### src/rtl/multichan_peak_tracker.sv
// multichan_peak_tracker
// Tracks the running maximum of unsigned ADC samples per channel over a
// window of WINDOW accepted samples, then scans the channels for the
// overall peak (ties -> lowest channel) and reports value and channel.
// Optional feature macro: PEAK_HYST_EN -- the reported channel only moves
// away from the previous result channel when the new winner exceeds that
// channel's current-window maximum by more than HYST LSBs.
module multichan_peak_tracker #(
  parameter int CHANNELS = 4,
  parameter int WIDTH    = 12,
  parameter int WINDOW   = 1024,
  parameter int HYST     = 16,
  localparam int CW      = (CHANNELS > 1) ? $clog2(CHANNELS) : 1
) (
  input  logic             CLOCK_50,
  input  logic             reset_n,
  input  logic             clear,
  input  logic             sample_valid,
  output logic             sample_ready,
  input  logic [CW-1:0]    sample_ch,
  input  logic [WIDTH-1:0] sample_data,
  output logic [WIDTH-1:0] result_value,
  output logic [CW-1:0]    result_ch,
  output logic             result_valid,
  output logic             ch_err
);

  localparam int              CNTW     = $clog2(WINDOW + 1);
  localparam logic [CNTW-1:0] WIN_L    = CNTW'(WINDOW);
  localparam logic [CW-1:0]   LAST_IDX = CW'(CHANNELS - 1);

  // Reject parameter sets outside the supported range at elaboration.
  generate
    if (CHANNELS < 2 || CHANNELS > 16 || WINDOW < 1 || HYST < 0) begin : g_param_check
      $error("multichan_peak_tracker: illegal parameter value");
    end
  endgenerate

  typedef enum logic [1:0] {
    ST_ACCUM  = 2'd0,
    ST_SCAN   = 2'd1,
    ST_REPORT = 2'd2
  } state_t;

  state_t           state_q, state_d;
  logic [WIDTH-1:0] ch_max_q [CHANNELS];
  logic [WIDTH-1:0] ch_max_d [CHANNELS];
  logic [CNTW-1:0]  cnt_q, cnt_d;
  logic [CW-1:0]    scan_idx_q, scan_idx_d;
  logic [WIDTH-1:0] best_val_q, best_val_d;
  logic [CW-1:0]    best_ch_q, best_ch_d;
  logic [WIDTH-1:0] result_value_q, result_value_d;
  logic [CW-1:0]    result_ch_q, result_ch_d;
  logic             result_valid_q, result_valid_d;
  logic             ch_err_q, ch_err_d;

  logic             accept_s;
  logic             ch_oob_s;
  logic [CNTW-1:0]  cnt_inc_s;
  logic [WIDTH-1:0] scan_val_s;

`ifdef PEAK_HYST_EN
  // Set until the first report after reset or clear: that report is unconditional.
  logic             first_q, first_d;
  logic [WIDTH-1:0] prev_val_s;
  logic             hyst_win_s;
`endif

  assign sample_ready = (state_q == ST_ACCUM);
  assign accept_s     = sample_valid && sample_ready;
  assign ch_oob_s     = ({1'b0, sample_ch} >= (CW + 1)'(CHANNELS));
  assign cnt_inc_s    = cnt_q + CNTW'(1);

  assign result_value = result_value_q;
  assign result_ch    = result_ch_q;
  assign result_valid = result_valid_q;
  assign ch_err       = ch_err_q;

  // Select the channel maximum currently visited by the scan (AND-OR mux, no out-of-range index).
  always_comb begin
    scan_val_s = '0;
    for (int c = 0; c < CHANNELS; c++) begin
      scan_val_s = scan_val_s | ((CW'(c) == scan_idx_q) ? ch_max_q[c] : {WIDTH{1'b0}});
    end
  end

`ifdef PEAK_HYST_EN
  // Current-window maximum of the previously reported channel and the hysteresis qualification.
  always_comb begin
    prev_val_s = '0;
    for (int c = 0; c < CHANNELS; c++) begin
      prev_val_s = prev_val_s | ((CW'(c) == result_ch_q) ? ch_max_q[c] : {WIDTH{1'b0}});
    end
    hyst_win_s = ({1'b0, best_val_q} > ({1'b0, prev_val_s} + (WIDTH + 1)'(HYST)));
  end
`endif

  // Next-state and datapath logic: accumulate, scan for the peak, report; clear overrides all.
  always_comb begin
    state_d        = state_q;
    cnt_d          = cnt_q;
    scan_idx_d     = scan_idx_q;
    best_val_d     = best_val_q;
    best_ch_d      = best_ch_q;
    result_value_d = result_value_q;
    result_ch_d    = result_ch_q;
    result_valid_d = 1'b0;
    ch_err_d       = 1'b0;
    for (int c = 0; c < CHANNELS; c++) begin
      ch_max_d[c] = ch_max_q[c];
    end
`ifdef PEAK_HYST_EN
    first_d = first_q;
`endif

    if (clear) begin
      // Abort the window; the accepted sample (if any) and its error are dropped.
      state_d    = ST_ACCUM;
      cnt_d      = '0;
      scan_idx_d = '0;
      for (int c = 0; c < CHANNELS; c++) begin
        ch_max_d[c] = '0;
      end
`ifdef PEAK_HYST_EN
      first_d = 1'b1;
`endif
    end else begin
      case (state_q)
        ST_ACCUM: begin
          if (accept_s) begin
            cnt_d    = cnt_inc_s;
            ch_err_d = ch_oob_s;
            for (int c = 0; c < CHANNELS; c++) begin
              ch_max_d[c] = (!ch_oob_s && (CW'(c) == sample_ch) && (sample_data > ch_max_q[c]))
                            ? sample_data : ch_max_q[c];
            end
            if (cnt_inc_s == WIN_L) begin
              state_d    = ST_SCAN;
              scan_idx_d = '0;
            end else begin
              state_d = ST_ACCUM;
            end
          end else begin
            state_d = ST_ACCUM;
          end
        end

        ST_SCAN: begin
          // Channel 0 seeds the search; later channels win only when strictly greater.
          if ((scan_idx_q == '0) || (scan_val_s > best_val_q)) begin
            best_val_d = scan_val_s;
            best_ch_d  = scan_idx_q;
          end else begin
            best_val_d = best_val_q;
            best_ch_d  = best_ch_q;
          end
          if (scan_idx_q == LAST_IDX) begin
            state_d    = ST_REPORT;
            scan_idx_d = '0;
          end else begin
            state_d    = ST_SCAN;
            scan_idx_d = scan_idx_q + CW'(1);
          end
        end

        ST_REPORT: begin
`ifdef PEAK_HYST_EN
          if (first_q || hyst_win_s) begin
            result_value_d = best_val_q;
            result_ch_d    = best_ch_q;
          end else begin
            result_value_d = prev_val_s;
            result_ch_d    = result_ch_q;
          end
          first_d = 1'b0;
`else
          result_value_d = best_val_q;
          result_ch_d    = best_ch_q;
`endif
          result_valid_d = 1'b1;
          cnt_d          = '0;
          for (int c = 0; c < CHANNELS; c++) begin
            ch_max_d[c] = '0;
          end
          state_d = ST_ACCUM;
        end

        default: begin
          state_d    = ST_ACCUM;
          cnt_d      = '0;
          scan_idx_d = '0;
        end
      endcase
    end
  end

  // State and datapath registers with asynchronous active-low reset.
  always_ff @(posedge CLOCK_50 or negedge reset_n) begin
    if (!reset_n) begin
      state_q        <= ST_ACCUM;
      cnt_q          <= '0;
      scan_idx_q     <= '0;
      best_val_q     <= '0;
      best_ch_q      <= '0;
      result_value_q <= '0;
      result_ch_q    <= '0;
      result_valid_q <= 1'b0;
      ch_err_q       <= 1'b0;
      for (int c = 0; c < CHANNELS; c++) begin
        ch_max_q[c] <= '0;
      end
`ifdef PEAK_HYST_EN
      first_q <= 1'b1;
`endif
    end else begin
      state_q        <= state_d;
      cnt_q          <= cnt_d;
      scan_idx_q     <= scan_idx_d;
      best_val_q     <= best_val_d;
      best_ch_q      <= best_ch_d;
      result_value_q <= result_value_d;
      result_ch_q    <= result_ch_d;
      result_valid_q <= result_valid_d;
      ch_err_q       <= ch_err_d;
      for (int c = 0; c < CHANNELS; c++) begin
        ch_max_q[c] <= ch_max_d[c];
      end
`ifdef PEAK_HYST_EN
      first_q <= first_d;
`endif
    end
  end

endmodule

### config.mk
export PLATFORM = sky130hd
export DESIGN_NAME = multichan_peak_tracker
export DESIGN_NICKNAME = d
export VERILOG_FILES = /design/src/rtl/multichan_peak_tracker.sv
export SDC_FILE = /design/constraint.sdc
export NUM_CORES = 1
export LEC_CHECK = 0
export ABC_AREA = 1
export CORE_ASPECT_RATIO = 0.7
export CORE_MARGIN = 4
export CORE_UTILIZATION = 38
export CTS_CLUSTER_SIZE = 20
export DETAILED_ROUTE_END_ITERATION = 6
export DONT_BUFFER_PORTS = 1
export SYNTH_ARGS = -nofsm -noshare
export SYNTH_HDL_FRONTEND = slang
export SYNTH_SLANG_ARGS = --single-unit
### constraint.sdc
create_clock -name CLOCK_50 -period 3.31 [get_ports CLOCK_50]
set_clock_uncertainty 0.05 [all_clocks]
set_input_delay 0.331 -clock CLOCK_50 [delete_from_list [all_inputs] [get_ports CLOCK_50]]
set_output_delay 0.331 -clock CLOCK_50 [all_outputs]
set_load 0.05 [all_outputs]
==> reports/results.ini, run 1 <==
[finish]
final_cell_area_mm2 = 0.00640
finalNetCount = 876
antenna_cells = 0
final_common_cell = nand2_1
final_cell_mix = 244 x nand2_1, 114 x inv_1, 92 x dfrtp_1, 79 x nand3_1, 66 x ha_1
area_delta_synth_final_pct = 9.04
drive_above_1_share_pct = 5.27

[worst_hold_path]
hp-class = in2reg
min_to = state_q[1]$_DFF_PN0_
min_from = clear
hold_depth = 3

[worst_setup_path]
arrival_ns = 3.13
crit_slowest_cell = dfrtp_1
reg2reg_depth = 15
crit_type = reg2reg
cp_max_fo = 14
ff2ff_setup_slack_ns = 0.37
r2r-start = scan_idx_q[0]$_DFFE_PN0P_
r2r_end = best_val_q[8]$_DFFE_PN0P_
slowest_delay_ns = 0.42
crit_path_end_kind = flop
startpoint_type = flop
required_ns = 3.49
cp-startpoint = scan_idx_q[0]$_DFFE_PN0P_
crit_chain = inv_1 > ha_1 > inv_1 > o22ai_1 > a21oi_1 > o21ai_0 > ha_1 > nand4_1 > nor3_2 > nand4_1 > nand2_1 > nand2_2 > buf_4 > nand3_1 > nand2_1

[timing]
drv_slew = 0
max_freq_ghz = 0.340
hold_viol = 0
tightest_slew_ns = 0.528
setup_violations = 0
whs_ns = 0.175
timing.final.ws_setup_ns = 0.367
fin_crit_sh_pct = 88.9
grt_setup_unrepaired = false
setup_tns_ns = 0
slew_headroom_pct = 64.7
min_period_ns = 2.94

[route]
wl_per_cell_um = 15.5
via_per_inst = 5.01
firstDrtPassIters = 5
vias = 4967
drt-initial-drc-count = 426
wirelength_mm = 15.3
antenna_left = 0
drc = 0

[die]
rows = 37
dieArea_mm2 = 0.0175
dieHeight_um = 112
die_w_um = 156
initial_core_util_pct = 39.3
coreArea_mm2 = 0.0149
io_pins = 35

[clock_tree]
cts_buffer_depth = 2
tritoncts = yes
path_clk_slew_ns = 0.07
clock_latency_ns = 0.34
cts.sinks = 92
root_buffer = clkbuf_16
cts_made_buffers = 9
cts_max_level = 3

[global_route]
grt_pass1_vias = 4737
overflow = 0
grt_max_degree = 93
antenna_found_initial = 0
grt_use_total_pct = 18.2
grt_pass1_wl_mm = 25.3

[status]
status = complete, no violations

[logic_synthesis]
synth_warnings = 0
syn_avg_cell_area_um2 = 7.45
synth_cells = 787
syn_area_mm2 = 0.00587
synth_area_leaders = dfrtp_1 39%, nand2_1 16%, ha_1 14%, inv_1 7.3%, nand3_1 6.7%
synth-seq-cells = 92
yosysSeqAreaShare_pct = 39.2
synth_top_area_cell = dfrtp_1
yosysTopAreaCellShare_pct = 39.2
syn_nets = 871
ys_types = 25

[placement]
dpl_cell_area_mm2 = 0.00608
hpwl_mm = 11.6
routabilityCongestion = 0.909
place_ws_ns = 0.289
portBuffers = 0

[power]
leakage_nw = 3.35
p_total_mw = 2.79
irDropWorstVdd_mv = 0.254
powerDensity_mw_per_mm2 = 437

[job]
cap_viol_max_count = 0

## per-layer routing
layer | GRT usage [%] | vias to the layer above | part of all wire, %
met2 | 25.9 | 125 | 41
li1 | - | 2546 | -
met4 | 3.29 | 0 | 0.80
met1 | 28.5 | 2286 | 51
met5 | 0 | - | 0
met3 | 3.96 | 10 | 6.6
## report_power, final
part / internal [mW] / switching (mW)
sequential: 1.20 / 0.0554
combinational: 0.208 / 0.371
clock: 0.510 / 0.447
total: 1.92 / 0.873
## what timing repair did
action,4_1_cts,5_1_grt
resized for setup,0,1
hold endpoints to repair,93,0
hold buffers,3,0
endpoints found under the setup margin,0,14
buffers inserted,0,0
## worst max-delay path: cells and delay by family, from the launching register on
kind | cells | cell delay, ns
adders and majority gates | 2 | 0.56
buffers and inverters | 3 | 0.63
and+or+nand+nor | 7 | 0.74
DFF | 1 | 0.42
AOI/OAI and AO/OA | 3 | 0.44
## registers in the layout, indices dropped and copies added, names as in the netlist
| signal | cells |
|---|---|
| result_ch | 2 |
| result_value | 12 |
| best_val_q | 12 |
| state_q | 2 |
| cnt_q | 11 |
| ch_max_q | 48 |
| scan_idx_q | 2 |
| result_valid | 1 |
| best_ch_q | 2 |
## cell families (layout without fill, tap and decap cells)
logic type,count (synthesis),count (layout),synth area share (%)
AO/OA/AOI/OAI,98,98,8.90
adder cells (fa/ha/maj),66,66,14.1
buffers and inverters,141,151,9.90
flip-flops,92,92,39.2
other,1,1,0.0639
AND/OR/NAND/NOR,389,389,27.8
## how the worst max path moves through the flow
stage	endpoint	cells after the start
4_1_cts	best_val_q[11]$_DFFE_PN0P_	15
6_report	best_val_q[8]$_DFFE_PN0P_	15
3_5_place_dp	best_val_q[11]$_DFFE_PN0P_	16
3_3_place_gp	best_val_q[0]$_DFFE_PN0P_	16
2_1_floorplan	best_val_q[3]$_DFFE_PN0P_	18
5_1_grt	best_val_q[11]$_DFFE_PN0P_	16
## area by class of cell
| type | count | area (um^2) |
|---|---|---|
| repair buffers | 17 | 153 |
| clock inverters | 6 | 40.0 |
| fillers | 1516 | 8510 |
| multi-input cells | 554 | 2990 |
| inverters | 118 | 443 |
| clock buffers | 10 | 229 |
| flip-flops and latches | 92 | 2300 |
| well taps | 195 | 244 |
## metrics by stage
step	util (%)	std cells
3_5_place_dp	40.8	973
4_1_cts	42.9	992
6_report	42.9	992
5_1_grt	42.9	992
3_3_place_gp	40.8	973
2_1_floorplan	-	787
## synthesized netlist by cell type
library cell  count
a21oi_1          38
a22o_1            2
buf_2            14
buf_4             5
buf_6             2
clkbuf_1          2
clkinv_1          2
conb_1            1
dfrtp_1          92
ha_1             66
inv_1           114
inv_2             2
nand2_1         245
nand2_2           3
nand3_1          79
nand3b_1          1
nand4_1          11
nor2_1           39
nor2_2            3
nor2_4            1
nor3_1            5
nor3_2            2
o21ai_0          40
o21bai_1          1
o22ai_1          17
Power figures use the tool's default switching activity.
==> run 2: changes to the inputs <==
Settings changed: SLEW_MARGIN set to 15.
==> results of run 2 <==
Final layout, timing and power as in run 1 (identical DEF).
